### config.mk
export PLATFORM = sky130hd
export DESIGN_NAME = reg_dump_unit
export DESIGN_NICKNAME = d
export VERILOG_FILES = /design/src/rtl/cpu_dbg_pkg.sv /design/src/rtl/reg_dump_unit_byte_tx_stage.sv /design/src/rtl/reg_dump_unit.sv
export SDC_FILE = /design/constraint.sdc
export NUM_CORES = 1
export LEC_CHECK = 0
export CORE_ASPECT_RATIO = 0.6
export CORE_MARGIN = 2
export CORE_UTILIZATION = 50
export DETAILED_ROUTE_END_ITERATION = 7
export HOLD_SLACK_MARGIN = 0.08
export PLACE_DENSITY = 0.83
export SLEW_MARGIN = 25
export SYNTH_ARGS = -nofsm -noshare
export SYNTH_HDL_FRONTEND = slang
export SYNTH_SLANG_ARGS = --single-unit
### constraint.sdc
create_clock -name clk -period 3.4 [get_ports clk]
set_input_delay 0.68 -clock clk [delete_from_list [all_inputs] [get_ports clk]]
set_output_delay 0.68 -clock clk [all_outputs]
set_load 0.03 [all_outputs]
### src/rtl/cpu_dbg_pkg.sv
// Shared debug-path constants and the register-dump FSM state type.
package cpu_dbg_pkg;

  localparam int ADDR_W   = 3;
  localparam int NUM_REGS = 8;
  localparam logic [7:0] HDR_BYTE = 8'hA5;

  typedef enum logic [2:0] {
    IDLE    = 3'd0,
    HDR     = 3'd1,
    FETCH   = 3'd2,
    SEND_HI = 3'd3,
    SEND_LO = 3'd4,
    CSUM    = 3'd5,
    DONE    = 3'd6
  } dump_state_e;

endpackage

### src/rtl/reg_dump_unit_byte_tx_stage.sv
// Registered valid/ready output stage; a byte once offered is held until accepted.
module byte_tx_stage (
  input  logic       clk,
  input  logic       reset,
  input  logic       load,
  input  logic [7:0] load_data,
  input  logic       tx_ready,
  output logic [7:0] tx_data,
  output logic       tx_valid,
  output logic       fire
);

  assign fire = tx_valid && tx_ready;

  always_ff @(posedge clk) begin
    if (reset) begin
      tx_data  <= '0;
      tx_valid <= 1'b0;
    end else if (load && (!tx_valid || tx_ready)) begin
      tx_data  <= load_data;
      tx_valid <= 1'b1;
    end else if (fire) begin
      tx_valid <= 1'b0;
    end
  end

endmodule

### src/rtl/reg_dump_unit.sv
// Streams R0..R7 as a byte frame (header, hi/lo per register, optional checksum).
// Define REG_DUMP_CSUM_EN to append the modulo-256 checksum byte.
module reg_dump_unit
  import cpu_dbg_pkg::*;
(
  input  logic              clk,
  input  logic              reset,
  input  logic              start,
  output logic [ADDR_W-1:0] rd_addr,
  input  logic [15:0]       rd_data,
  output logic [7:0]        tx_data,
  output logic              tx_valid,
  input  logic              tx_ready,
  output logic              busy,
  output logic              done
);

  localparam logic [ADDR_W-1:0] IDX_LAST = ADDR_W'(NUM_REGS - 1);

  dump_state_e       state, state_nx;
  logic [ADDR_W-1:0] idx;
  logic [7:0]        word_lo;
  logic              load;
  logic [7:0]        load_data;
  logic              fire;
  logic              last;
`ifdef REG_DUMP_CSUM_EN
  logic [7:0]        sum;
`endif

  assign last    = (idx == IDX_LAST);
  assign rd_addr = idx;
  assign busy    = (state != IDLE);

  // The next byte is loaded into the output stage on the same edge the
  // previous one transfers, so each register costs exactly three cycles.
  always_ff @(posedge clk) begin
    if (reset) begin
      state   <= IDLE;
      idx     <= '0;
      word_lo <= '0;
`ifdef REG_DUMP_CSUM_EN
      sum     <= '0;
`endif
    end else begin
      state <= state_nx;
      case (state)
        IDLE: if (start) begin
          idx <= '0;
`ifdef REG_DUMP_CSUM_EN
          sum <= '0;
`endif
        end
        FETCH: word_lo <= rd_data[7:0];
`ifdef REG_DUMP_CSUM_EN
        SEND_HI: if (fire) sum <= sum + tx_data;
`endif
        SEND_LO: if (fire) begin
`ifdef REG_DUMP_CSUM_EN
          sum <= sum + tx_data;
`endif
          if (!last) idx <= idx + ADDR_W'(1);
        end
        DONE: idx <= '0;
        default: ;
      endcase
    end
  end

  always_comb begin
    state_nx  = state;
    load      = 1'b0;
    load_data = '0;
    done      = 1'b0;
    case (state)
      IDLE: if (start) begin
        state_nx  = HDR;
        load      = 1'b1;
        load_data = HDR_BYTE;
      end
      HDR: if (fire) state_nx = FETCH;
      FETCH: begin
        state_nx  = SEND_HI;
        load      = 1'b1;
        load_data = rd_data[15:8];
      end
      SEND_HI: if (fire) begin
        state_nx  = SEND_LO;
        load      = 1'b1;
        load_data = word_lo;
      end
      SEND_LO: if (fire) begin
        if (last) begin
`ifdef REG_DUMP_CSUM_EN
          state_nx  = CSUM;
          load      = 1'b1;
          load_data = sum + tx_data;
`else
          state_nx  = DONE;
`endif
        end else begin
          state_nx = FETCH;
        end
      end
`ifdef REG_DUMP_CSUM_EN
      CSUM: if (fire) state_nx = DONE;
`endif
      DONE: begin
        done     = 1'b1;
        state_nx = IDLE;
      end
      default: state_nx = IDLE;
    endcase
  end

  byte_tx_stage u_tx (
    .clk       (clk),
    .reset     (reset),
    .load      (load),
    .load_data (load_data),
    .tx_ready  (tx_ready),
    .tx_data   (tx_data),
    .tx_valid  (tx_valid),
    .fire      (fire)
  );

endmodule

==> flow_summary.rst, run 1 <==
.. list-table::
   :header-rows: 1

   * - Metric
     - Value
   * - Status
     - finished clean
   * - Crit share post-route
     - 76.2%
   * - Cell type contributing the most total cell area after synthesis
     - sky130_fd_sc_hd__dfxtp_1
   * - Critical Path Sink
     - done
   * - Synthesized cell area
     - roughly 0.0012 mm²
   * - Synthesized netlist net count
     - about 150
   * - DRC violations left
     - 0
   * - Worst hold-check path type
     - flop to flop
   * - Number of enable-type register cells in the synthesized netlist
     - 0
   * - Final TNS setup
     - 0 ns
   * - Switching share of total power
     - 25.8%
   * - Highest clock rate
     - ~0.39 GHz
   * - Diode insertion count for antenna repair
     - 0
   * - Worst Reg2Reg Path Length in Cells
     - 3
   * - Number of failing hold endpoints at the final stage
     - 0
   * - Final max-slew violation count
     - 0
   * - Die height
     - about 42 µm
   * - Remaining max-slew budget at the tightest pin
     - between 40% and 50%
   * - Critical register-to-register path endpoint
     - word_lo[2]
   * - Pre-Repair DR Iteration Count
     - 4
   * - Sw Pwr
     - around 0.15 mW
   * - Combinational share of power
     - between 20% and 30%
   * - Count of routing violations after the opening detailed-route iteration
     - 42
   * - Actual slew at the worst max-slew pin
     - 0.762 ns
   * - Setup slack of the most critical reg-to-reg path
     - around 1.6 ns
   * - Via/cell ratio
     - approximately 5.3
   * - Post-DP HPWL
     - roughly 2100 µm
   * - Clock slew at the register clock pins of the worst setup and hold paths
     - 0.08 ns
   * - First-pass GRT wire length
     - roughly 4400 µm
   * - Cell area after placement
     - about 0.0016 mm²
   * - Arrival time at the worst endpoint
     - around 1.9 ns
   * - Initial cell density of the core
     - between 50 and 60%
   * - Critical path class
     - flop to primary output
   * - H-tree levels
     - 1
   * - All-Layer GR Usage
     - between 20% and 30%
   * - Layout-stage area growth over the synthesis result
     - 30.4%
   * - Largest fanout on the critical path
     - 10
   * - Nets@finish
     - approximately 180
   * - Total clock buffers created by CTS
     - 3
   * - Residual antenna-violating net count after detailed routing
     - 0
   * - Setup Fix Bufs, Post-CTS
     - 0
   * - Die X-Extent
     - a little under 70 µm
   * - Total of flip-flops plus latches after synthesis
     - 23
   * - Utilization after layout
     - 71.4%
   * - Later-pin clock latency in the skew report
     - 0.26 ns
   * - Dominant synthesized flop cell
     - sky130_fd_sc_hd__dfxtp_1
   * - Shortest period the worst path allows
     - ~2.6 ns
   * - Routed wirelength normalized by instance count
     - roughly 15 µm
   * - YS warnings
     - 0
   * - Wirelength, routed
     - around 2800 µm
   * - Main area contributors after synthesis
     - sky130_fd_sc_hd__dfxtp_1, sky130_fd_sc_hd__mux2i_1, sky130_fd_sc_hd__nor2b_1
   * - Clock network fraction of design power
     - 29.3%
   * - Area fraction of the dominant cell type after synthesis
     - 37.5%
   * - Critical path origin
     - state[2]
   * - Critical path startpoint category
     - flop
   * - Total power
     - between 0.5 and 0.6 mW
   * - Setup repair after global routing missed its margin
     - false
   * - Initial antenna violation count
     - 0
   * - Number of I/O pins
     - 34
   * - Grt ovf
     - 0
   * - PostCTS Resize Cnt
     - 0
   * - Sink Count
     - 23
   * - Hold bufs inserted after CTS
     - 0
   * - Count of port buffers added during placement
     - 33
   * - Largest net degree at the start of global routing
     - 27
   * - Share of the yosys chip area belonging to registers
     - a little under two fifths
   * - Max Buffers Root-to-Sink
     - 2
   * - Kind of end point of the critical path
     - primary output
   * - Ratio of cells with drive above 1 in the final layout
     - about an eighth
   * - Total via count in the routed design
     - around 1,000
   * - Die ar.
     - slightly below 0.003 mm²
   * - Power Internal
     - about 0.42 mW
   * - Final setup violation count
     - 0
   * - Async set or reset register ratio after synthesis
     - 0%
   * - Buffer type at the clock tree root
     - sky130_fd_sc_hd__clkbuf_8
   * - Max-cap violations
     - 0
   * - Final design instance area without fill
     - 0.00160 mm²
   * - Cells after synthesis
     - roughly 130
   * - Register share of total power
     - 50.6%
   * - CTS tree
     - done
   * - Most frequent cells after synthesis
     - sky130_fd_sc_hd__dfxtp_1, sky130_fd_sc_hd__mux2i_1, sky130_fd_sc_hd__nor2_1, sky130_fd_sc_hd__nor2b_1, sky130_fd_sc_hd__nand2b_1
   * - CORE AREA
     - approximately 0.0022 mm²
   * - Vias in the first global route
     - just over 900
   * - Maximum ir drop on the vdd rail
     - 0.000248 V
   * - Routability Congestion
     - 0.821
   * - Row Count
     - 13
   * - Worst EP required
     - about 2.7 ns
   * - Power density relative to cell area
     - 352 mW/mm²
   * - Yosys cell types
     - 33
   * - Worst r2r src
     - state[1]
   * - Most common cell in the synthesized netlist
     - sky130_fd_sc_hd__dfxtp_1
   * - Static power due to leakage
     - 0.574 nW
   * - Mean post-synth cell area
     - between 9 and 10 µm²
   * - Worst-case clock skew
     - roughly 0.0050 ns
==> layout by cell type, fill, tap and decap left out, types with 4 or more instances in the layout <==
cell,netlist,final
sky130_fd_sc_hd__a221oi_2,4,4
sky130_fd_sc_hd__a31oi_1,4,4
sky130_fd_sc_hd__and4_2,4,4
sky130_fd_sc_hd__clkdlybuf4s50_1,0,33
sky130_fd_sc_hd__dfxtp_1,23,23
sky130_fd_sc_hd__inv_1,5,5
sky130_fd_sc_hd__mux2i_1,15,15
sky130_fd_sc_hd__nand2b_1,9,9
sky130_fd_sc_hd__nor2_1,10,10
sky130_fd_sc_hd__nor2b_1,10,10
sky130_fd_sc_hd__o21ai_0,5,5
==> through the flow <==
stage	hold WS (ns)	std cells	worst slack (ns)
after floorplan	0.452	126	1.30
after global placement	0.449	182	1.14
after detailed placement	0.454	182	1.06
after CTS	0.465	186	0.825
after global routing	0.491	186	0.749
final	0.463	186	0.809
==> power by group through the flow <==
stage               clock (mW)  sequential (mW)  combinational (mW)
floorplan                    0            0.301              0.0589
global placement             0            0.291               0.111
detailed placement           0            0.292               0.113
CTS                      0.169            0.285               0.114
global route             0.180            0.287               0.121
finish                   0.165            0.285               0.113
==> cell families after synthesis <==
family / share of synthesized area [%]
flops: 37.5
mux: 12.2
buf+inv: 6.21
fa+ha+maj: 2.04
simple gates: 25.2
compound gates: 16.2
xor+xnor: 0.713
==> state kept, by name, summed over array words and instances, names as in the netlist <==
name,count
word_lo,8
u_tx.tx_data,8
rd_addr,3
state,3
u_tx.tx_valid,1
==> worst min path at each step <==
stage | from | to | slack (ns) | cells after the start
after detailed placement | u_tx.tx_data[5] | u_tx.tx_data[5] | 0.45 | 2
after floorplan | word_lo[1] | word_lo[1] | 0.45 | 2
after CTS | u_tx.tx_data[5] | u_tx.tx_data[5] | 0.47 | 2
after global routing | u_tx.tx_data[5] | u_tx.tx_data[5] | 0.49 | 2
after global placement | u_tx.tx_data[5] | u_tx.tx_data[5] | 0.45 | 2
final | u_tx.tx_data[5] | u_tx.tx_data[5] | 0.46 | 2
==> critical path, cell delays in order (launching register included) <==
cell	delay, ns
sky130_fd_sc_hd__dfxtp_1	0.57
sky130_fd_sc_hd__inv_2	0.15
sky130_fd_sc_hd__nor3b_1	0.23
sky130_fd_sc_hd__clkdlybuf4s50_1	0.70
==> area by class of cell <==
type / count / area [µm²]
clock buffers: 4 / 45.0
flip-flops and latches: 23 / 460
fillers: 173 / 642
inverters: 6 / 22.5
multi-input cells: 88 / 692
well taps: 30 / 37.5
repair buffers: 35 / 345
==> metal layers <==
| layer | global-route usage [%] | vias up | part of all wire (%) |
|---|---|---|---|
| met5 | 0 | - | 0 |
| met4 | 4.80 | 0 | 0.79 |
| met3 | 5.91 | 4 | 5.1 |
| met2 | 31.3 | 26 | 44 |
| met1 | 28.9 | 463 | 50 |
| li1 | - | 501 | - |
Note: power is estimated with default switching activity, not from simulation.
==> inputs of run 2 (changes only) <==
--- a/config.mk
+++ b/config.mk
@@ -7,10 +7,10 @@
 export LEC_CHECK = 0
 export CORE_ASPECT_RATIO = 0.6
 export CORE_MARGIN = 2
-export CORE_UTILIZATION = 50
+export CORE_UTILIZATION = 42
 export DETAILED_ROUTE_END_ITERATION = 7
 export HOLD_SLACK_MARGIN = 0.08
-export PLACE_DENSITY = 0.83
+export PLACE_DENSITY = 0.74
 export SLEW_MARGIN = 25
 export SYNTH_ARGS = -nofsm -noshare
 export SYNTH_HDL_FRONTEND = slang
==> constraint.sdc (replaced) <==
create_clock -name clk -period 2.3 [get_ports clk]
set_input_delay 0.46 -clock clk [delete_from_list [all_inputs] [get_ports clk]]
set_output_delay 0.46 -clock clk [all_outputs]
set_load 0.03 [all_outputs]
==> flow_summary.rst, run 2 (synthesis gave the netlist of run 1 again) <==
.. list-table::
   :header-rows: 1

   * - Metric
     - Value
   * - Actual slew at the worst max-slew pin
     - 0.422 ns (was 0.762 ns)
   * - Leading registers by flop count
     - u_tx.tx_data (8), word_lo (8) (unchanged)
   * - Nets@finish
     - 180 (was 179)
   * - Layout-stage area growth over the synthesis result
     - 32.5% (was 30.4%)
   * - Vias in the first global route
     - 907 (was 915)
   * - Die X-Extent
     - 73.8 µm (was 68.0 µm)
   * - Routability Congestion
     - 0.784 (was 0.821)
   * - Crit share post-route
     - between 90% and 100%
   * - Total via count in the routed design
     - 990 (was 994)
   * - Final setup violation count
     - 0 (unchanged)
   * - Initial cell density of the core
     - 43.4% (was 54.7%)
   * - Maximum ir drop on the vdd rail
     - 0.000276 V (was 0.000248 V)
   * - Combinational share of power
     - 20.0% (was 20.1%)
   * - Kind of end point of the critical path
     - primary output (unchanged)
   * - Critical path startpoint category
     - flop (unchanged)
   * - Via/cell ratio
     - 4.97 (was 5.34)
   * - Number of failing hold endpoints at the final stage
     - 0 (unchanged)
   * - Ratio of cells with drive above 1 in the final layout
     - 14.0% (was 12.2%)
   * - Later-pin clock latency in the skew report
     - 0.26 ns (about the same)
   * - Total clock buffers created by CTS
     - 3 (unchanged)
   * - Die ar.
     - 0.00339 mm² (was 0.00288 mm²)
   * - Worst min-delay path endpoint
     - u_tx.tx_data[5] (unchanged)
   * - Clock slew at the register clock pins of the worst setup and hold paths
     - 0.08 ns (about the same)
   * - Hold bufs inserted after CTS
     - 0 (unchanged)
   * - Worst EP required
     - 1.84 ns (was 2.72 ns)
   * - Arrival time at the worst endpoint
     - 1.70 ns (was 1.91 ns)
   * - Fillers
     - 253 (was 173)
   * - Setup repair after global routing missed its margin
     - false (unchanged)
   * - Worst hold-check path type
     - flop to flop (unchanged)
   * - Status
     - finished clean (unchanged)
   * - Largest fanout on the critical path
     - 10 (unchanged)
   * - Critical register-to-register path endpoint
     - rd_addr[2] (was word_lo[2])
   * - Pre-Repair DR Iteration Count
     - 4 (unchanged)
   * - Final TNS setup
     - 0 ns (unchanged)
   * - Routed wirelength normalized by instance count
     - 13.4 µm (was 15.0 µm)
   * - Residual antenna-violating net count after detailed routing
     - 0 (unchanged)
   * - Setup slack of the most critical reg-to-reg path
     - 0.64 ns (was 1.63 ns)
   * - Hold depth
     - 2 (unchanged)
   * - CORE AREA
     - 0.00283 mm² (was 0.00224 mm²)
   * - Shortest period the worst path allows
     - about 2.2 ns
   * - Diode insertion count for antenna repair
     - 0 (unchanged)
   * - Static power due to leakage
     - 0.581 nW (was 0.574 nW)
   * - Clock network fraction of design power
     - 29.5% (was 29.3%)
   * - Number of I/O pins
     - 34 (unchanged)
   * - Final non-filler cell total
     - 199 (was 186)
   * - Sw Pwr
     - 0.218 mW (was 0.145 mW)
   * - H-tree levels
     - 1 (unchanged)
   * - Worst Reg2Reg Path Length in Cells
     - 5 (was 3)
   * - Max Buffers Root-to-Sink
     - 2 (unchanged)
   * - Remaining max-slew budget at the tightest pin
     - 71.9% (was 49.0%)
   * - Post-DP HPWL
     - 2070 µm (was 2100 µm)
   * - Die height
     - 45.9 µm (was 42.4 µm)
   * - All-Layer GR Usage
     - 17.6% (was 20.7%)
   * - First-pass GRT wire length
     - 4400 µm (was 4370 µm)
   * - Wirelength, routed
     - 2660 µm (was 2790 µm)
   * - Total placed cells including tap cells
     - 195 (was 182)
   * - Setup Fix Bufs, Post-CTS
     - 0 (unchanged)
   * - Count of port buffers added during placement
     - 33 (unchanged)
   * - DRC violations left
     - 0 (unchanged)
   * - Sink Count
     - 23 (unchanged)
   * - Power Internal
     - 0.619 mW (was 0.419 mW)
   * - Worst-case clock skew
     - 0.00499 ns (was 0.00498 ns)
   * - Row Count
     - 15 (was 13)
   * - Max-cap violations
     - 0 (unchanged)
   * - Commonest cells after routing, fill and taps aside
     - sky130_fd_sc_hd__clkdlybuf4s50_1, sky130_fd_sc_hd__dfxtp_1, sky130_fd_sc_hd__mux2i_1 (unchanged)
   * - Worst Min Path Start
     - u_tx.tx_data[5] (unchanged)
   * - Switching share of total power
     - 26.1% (was 25.8%)
   * - Register share of total power
     - 50.5% (was 50.6%)
   * - Highest clock rate
     - roughly 0.46 GHz
   * - Count of routing violations after the opening detailed-route iteration
     - 60 (was 42)
   * - Power density relative to cell area
     - 515 mW/mm² (was 352 mW/mm²)
   * - Initial antenna violation count
     - 0 (unchanged)
   * - Buffer type at the clock tree root
     - sky130_fd_sc_hd__clkbuf_8 (unchanged)
   * - Most common cell after layout, fill and taps aside
     - sky130_fd_sc_hd__clkdlybuf4s50_1 (unchanged)
   * - Worst r2r src
     - rd_addr[0] (was state[1])
   * - Critical path class
     - flop to primary output (unchanged)
   * - Final max-slew violation count
     - 0 (unchanged)
   * - Grt ovf
     - 0 (unchanged)
   * - Total power
     - 0.838 mW (was 0.564 mW)
   * - CTS tree
     - done (unchanged)
   * - Largest net degree at the start of global routing
     - 25 (was 27)
[run 2: changes by cell type in the layout (fill, tap and decap cells not counted)]
| cell | before | now |
|---|---|---|
| sky130_fd_sc_hd__buf_4 | 2 | 3 |
| sky130_fd_sc_hd__dfxtp_2 | 0 | 2 |
| sky130_fd_sc_hd__dfxtp_1 | 23 | 21 |
[run 2: worst max path at each step]
stage,from,end,cells past startpoint,slack (ns)
6_report,state[2],done,3,0.14
2_1_floorplan,state[0],done,3,0.42
3_5_place_dp,tx_ready,u_tx.tx_data[7],4,0.20
4_1_cts,state[1],done,2,0.05
3_3_place_gp,tx_ready,u_tx.tx_data[5],4,0.28
5_1_grt,state[2],done,3,0.07
[run 2: per-stage QoR]
stage          utilization [%]  area, µm²  hold WS (ns)  setup WS (ns)
4_1_cts                   57.4       1630         0.474         0.0526
3_5_place_dp              55.8       1580         0.462          0.199
2_1_floorplan                -       1230         0.452          0.418
3_3_place_gp              55.8       1580         0.453          0.278
6_report                  57.4       1630         0.475          0.143
5_1_grt                   57.4       1630         0.511         0.0720
[run 2: worst max-delay path, stage by stage, from the launching register on]
cell	delay [ns]
sky130_fd_sc_hd__dfxtp_2	0.44
sky130_fd_sc_hd__inv_2	0.10
sky130_fd_sc_hd__nor3b_1	0.19
sky130_fd_sc_hd__clkdlybuf4s50_1	0.70
[run 2: layer usage]
metal | track usage (%) | vias up | wire (µm)
li1 | - | 504 | -
met1 | 24.8 | 454 | 1420
met2 | 26.1 | 28 | 1070
met3 | 5.09 | 4 | 154
met4 | 5.45 | 0 | 18
met5 | 0 | - | 0
[run 2: layout make-up]
class                      instances  area [µm²]  share of cell area (%)
sequential                        23         463                    28.4
tap                               42        52.6                    3.23
inverter                           6        22.5                    1.38
timing repair buffer              36         353                    21.7
clock buffer                       4        45.0                    2.77
multi-input combinational         88         692                    42.5
[run 2: power groups by stage]
stage,combinational [mW],clock (mW),sequential (mW)
finish,0.167,0.247,0.423
global route,0.181,0.273,0.425
CTS,0.168,0.252,0.423
detailed placement,0.168,0,0.432
global placement,0.166,0,0.431
floorplan,0.0871,0,0.444
[run 2: what timing repair did]
action                     CTS  global route
cloned                       0             0
gates resized for setup      1             1
setup endpoints to repair    1             1
==> patch 1, RTL diff (settings of run 2) <==
Make the reset (`reset`) asynchronous in 2 clocked blocks.
--- a/src/rtl/reg_dump_unit_byte_tx_stage.sv
+++ b/src/rtl/reg_dump_unit_byte_tx_stage.sv
@@ -14,3 +14,3 @@
 
-  always_ff @(posedge clk) begin
+  always_ff @(posedge clk or posedge reset) begin
     if (reset) begin
--- a/src/rtl/reg_dump_unit.sv
+++ b/src/rtl/reg_dump_unit.sv
@@ -36,3 +36,3 @@
   // previous one transfers, so each register costs exactly three cycles.
-  always_ff @(posedge clk) begin
+  always_ff @(posedge clk or posedge reset) begin
     if (reset) begin
Behaviour: differs if reset is asserted again (counterexample within 4 cycles, from zero or initial values and one cycle with reset high); with reset held inactive, the same outputs for 10 cycles.
==> patch 1 against run 2 <==
- cell area down 6.8%
- sequential cell count stayed put
- area after synthesis fell by 9.4%
- routed wire length shrank 3.1%
- synthesized cell count down 21%
- worst setup slack better by 0.0019 ns
- register-to-register slack about the same
- non-clock buffer count down 1
- count of clock-buffer cells in the layout unchanged
Power is not compared: it rests on default switching activity, and its combinational part moved more than twofold at a synthesized area within 25%.
==> patch 1: results (changes against run 2) <==
Status
  • Status: complete, no violations

Clock network
  • H-tree depth: 1 (unchanged)
  • Clk_lat worst skew: 0.26 ns (about the same)
  • Post-CTS resize count: 0 (-1)
  • Post CTS Setup Buffer Count: 0 (unchanged)
  • TritonCTS Buffers: 3 (unchanged)

Timing
  • Slew headroom: 0.578 (-0.140)
  • Clk_skew: 0.00587 ns (+0.000875 ns)

Setup path
  • Crit path largest cell delay: 0.59 ns (-0.11 ns)
  • Critical path peak fanout: 7 (-3)

Yosys
  • Post-synth cell types: 26 (-21%)
  • Cells after Synth: 100 (-21%)
  • Ranking of synthesized cells by area: dfrtp_1, mux2_2, nand2_1, a2bb2oi_1, mux2_1
  • Ys flop type: dfrtp_1
  • Most frequent cells after synthesis: dfrtp_1, nand2_1, mux2_2, a21oi_1, o21ai_1
  • Seq/Total Area, Yosys: 0.517 (+0.142)
  • Asr flop ratio synth: 1.00 (+1.00)
  • Mapped Nets: 122 (-18%)

GRT
  • First-pass GRT wire length: 4150 µm (-5.5%)
  • Overall Global Routing Usage: 0.181 (+0.00479)
  • Vias in the first global route: 828 (-8.7%)
  • Largest net degree at the start of global routing: 24 (-4.0%)

Finish
  • Biggest regs: u_tx.tx_data (8), word_lo (8)
  • Layout cell share with drive strength beyond 1: 0.148 (+0.00802)
  • NumNets Final: 158 (-12%)

Routing
  • Vias per cell: 5.04 (+1.3%)
  • Final wirelength: 2580 µm (-3.1%)
  • Routed wire length per instance: 15.4 µm (+15%)
  • Initial DRC count: 70 (+17%)

Placement
  • GPL Wtd Cong: 0.857 (+9.4%)
  • Dpl ws: 0.298 ns (+0.0993 ns)
  • Hpwl dp: 2050 µm (-1.0%)
  • Area after DPL: 1470 µm² (-6.9%)
-- patch 1: changes by cell type after synthesis, sizes merged, moves of 5 or more --
| cell | change |
|---|---|
| dfrtp | +23 |
| dfxtp | -23 |
| mux2i | -15 |
| mux2 | +11 |
| nand2 | +11 |
| nor2b | -8 |
| a221oi | -5 |
| nand2b | -5 |
| nor2 | -5 |
-- patch 1: kinds of logic after synthesis --
family                   Yosys count  share of synthesized area
AO/OA/AOI/OAI                     28                      0.180
AND/OR/NAND/NOR                   28                      0.127
buffers and inverters              7                     0.0348
flip-flops                        23                      0.517
multiplexers                      11                      0.111
adder cells (fa/ha/maj)            2                     0.0225
XOR/XNOR                           1                    0.00787
-- patch 1: report_power, final --
part | switching [mW] | internal [mW] | total [mW]
registers | 0.128 | 0.563 | 0.690
logic | 0.477 | 0.394 | 0.870
clock network | 0.122 | 0.124 | 0.246
total | 0.727 | 1.08 | 1.81
-- patch 1: worst paths after layout --
| check | from | endpoint | slack [ns] | cells after the start |
|---|---|---|---|---|
| setup / recovery | state[0] | busy | 0.14 | 3 |
| hold / removal | u_tx.tx_data[7] | u_tx.tx_data[7] | 0.49 | 2 |
| min in group asynchronous | reset | u_tx.tx_data[7] | 0.53 | 3 |
| hold reg to reg | u_tx.tx_data[7] | u_tx.tx_data[7] | 0.49 | 2 |
| setup reg to reg | state[2] | word_lo[3] | 0.64 | 3 |
| max in group asynchronous | reset | word_lo[5] | 1.53 | 3 |
-- patch 1: area by class of cell --
type,count,area (µm²)
Fill cell,210,988
Sequential cell,23,576
Multi-Input combinational cell,70,499
Timing Repair Buffer,35,345
Clock buffer,4,45.0
Tap cell,32,40.0
Inverter,3,11.3
-- patch 1: metal layers --
| metal | up-vias | GRT usage | routed length, µm |
|---|---|---|---|
| met3 | 0 | 0.0535 | 106 |
| met5 | - | 0 | 0 |
| li1 | 429 | - | - |
| met2 | 21 | 0.262 | 1130 |
| met4 | 0 | 0.0346 | 0 |
| met1 | 392 | 0.272 | 1340 |
-- patch 1: critical path: cells and delay by family, from the launching register on --
family	cells	cell delay, ns
flops	1	0.45
buf+inv	1	0.59
simple gates	2	0.39
-- patch 1: per-stage QoR --
step | hold slack, ns | power (mW)
global route | 0.517 | 1.92
CTS | 0.498 | 1.82
detailed placement | 0.480 | 1.57
floorplan | 0.462 | 1.28
global placement | 0.464 | 1.54
finish | 0.491 | 1.81
==> patch 2, RTL diff (settings of run 2) <==
Made on the original files. Change the package constant `ADDR_W` from 3 to 2.
--- a/src/rtl/cpu_dbg_pkg.sv
+++ b/src/rtl/cpu_dbg_pkg.sv
@@ -3,3 +3,3 @@
 
-  localparam int ADDR_W   = 3;
+  localparam int ADDR_W   = 2;
   localparam int NUM_REGS = 8;
Interface: changed (resized rd_addr); port bits go from 34 to 33. No check against the original RTL was run, so the function may have changed too.
==> patch 2 against run 2 <==
- cell count decreased by 5.0%
- critical path depth unchanged
- highest routed layer unchanged
- worst setup slack better by 0.035 ns
- sequential cell count is 1 lower
- power up 12%
- routed wire length fell by 1.8%
- cell area fell by 13%
- clock skew up 0.00095 ns
- area after synthesis shrank 17%
==> patch 2: results (changes against run 2) <==
Status
  • Status: complete, no violations

Routing
  • Routed wire length per instance: 13.8 µm (+3.4%)
  • Final wirelength: 2610 µm (-1.8%)
  • Initial DRC count: 56 (-6.7%)
  • Vias per cell: 5.42 (+8.9%)

GRT
  • Met2 Track Usage GR: 0.288 (+0.0275)
  • M3 GR Usage: 0.0699 (+0.0190)
  • Met1 usage: 0.276 (+0.0285)
  • Vias in the first global route: 944 (+4.1%)
  • First-pass GRT wire length: 4320 µm (-1.7%)
  • Overall Global Routing Usage: 0.201 (+0.0249)
  • Largest net degree at the start of global routing: 27 (+8.0%)

Yosys
  • Cells after Synth: 129 (+2.4%)
  • Most frequent cells after synthesis: dfxtp_1, nor2_1, a21oi_1, nand2_1, o21ai_0
  • Mapped Nets: 150 (+1.4%)
  • Ranking of synthesized cells by area: dfxtp_1, a21oi_1, nor2_1, o21ai_0, nand2_1
  • Yosys warnings: 0 (unchanged)
  • Post-synth cell types: 26 (-21%)
  • Seq/Total Area, Yosys: 0.431 (+0.0561)
  • Asr flop ratio synth: 0 (unchanged)

Placement
  • Dpl ws: 0.211 ns (+0.0121 ns)
  • Hpwl dp: 1910 µm (-7.8%)
  • PortBufs: 32 (-3.0%)
  • GPL Wtd Cong: 0.791 (+1.0%)
  • Placed cells: 185 (-5.1%)

Pwr
  • Leakage: 0.492 nW (-15%)
  • Worst vdd ir: 0.000335 V (+21%)

Timing
  • Slew @ Worst Pin: 0.406 ns (-0.0157 ns)
  • Final Hold Viols: 0 (unchanged)
  • Clk_skew: 0.00595 ns (+0.000953 ns)

Finish
  • NumNets Final: 181 (+0.56%)
  • Layout cell share with drive strength beyond 1: 0.0566 (-0.0835)
  • Fillers: 181 (-28%)
  • Antenna Cells: 0 (unchanged)
  • Biggest regs: u_tx.tx_data (8), word_lo (8), state (3)

Clock network
  • TritonCTS Buffers: 3 (unchanged)
  • H-tree depth: 1 (unchanged)
  • Post-CTS resize count: 0 (-1)
  • Post CTS Setup Buffer Count: 0 (unchanged)

Setup path
  • Critical path peak fanout: 11 (+1)
  • Reg2reg path depth: 4 (-1)
  • Critical path arrival: 1.66 ns (-0.04 ns)

Hold path
  • Hold Path Class: register to register
  • Hold depth: 2 (unchanged)
## patch 2: cell types whose count changed in the layout (fill, tap and decap cells not counted), moves of 4 or more
cell / delta
a211oi_1: +6
a21oi_1: +11
a221oi_2: -4
a22oi_1: +4
and4_2: -4
mux2i_1: -15
nand2_1: +11
nand2b_1: -7
nor2_1: +6
o21ai_0: +5
## patch 2: report_power, final
group	total, mW	internal [mW]	switching [mW]
clock network	0.279	0.153	0.126
registers	0.429	0.408	0.0204
logic	0.233	0.106	0.127
## patch 2: kinds of logic (layout without fill, tap and decap cells)
kind of cell / count (synthesis) / after routing / synth area share
simple gates: 48 / 48 / 0.219
flops: 22 / 22 / 0.431
fa+ha+maj: 1 / 1 / 0.0122
compound gates: 45 / 45 / 0.274
buf+inv: 13 / 43 / 0.0636
## patch 2: critical path: stages (launching register included)
cell and delay, ns:
dfxtp_1 0.54, nand2_1 0.09, nor2_1 0.09, clkdlybuf4s50_1 0.67
## patch 2: layer usage
metal  share of wire  vias up
met5               0        -
li1                -      521
met4           0.011        0
met1            0.47      455
met2            0.44       44
met3           0.076        4
## patch 2: worst paths after layout
path	from	to	slack, ns
setup reg to reg	state[1]	rd_addr[1]	0.48
hold / removal	word_lo[4]	word_lo[4]	0.49
hold reg to reg	word_lo[4]	word_lo[4]	0.49
setup / recovery	state[1]	done	0.18
## patch 2: final cells by class
type | instances | area, µm² | share of cell area
well taps | 30 | 37.5 | 0.0265
clock buffers | 4 | 55.1 | 0.0389
inverters | 2 | 7.51 | 0.00531
flip-flops and latches | 22 | 440 | 0.311
repair buffers | 37 | 358 | 0.253
multi-input cells | 94 | 517 | 0.365
## patch 2: stage by stage
step / power [mW] / util / cell area, µm² / hold WS (ns)
floorplan: 0.570 / - / 1020 / 0.454
detailed placement: 0.669 / 0.610 / 1360 / 0.469
global placement: 0.664 / 0.610 / 1360 / 0.467
finish: 0.941 / 0.635 / 1420 / 0.485
CTS: 0.944 / 0.635 / 1420 / 0.482
global route: 0.989 / 0.635 / 1420 / 0.507
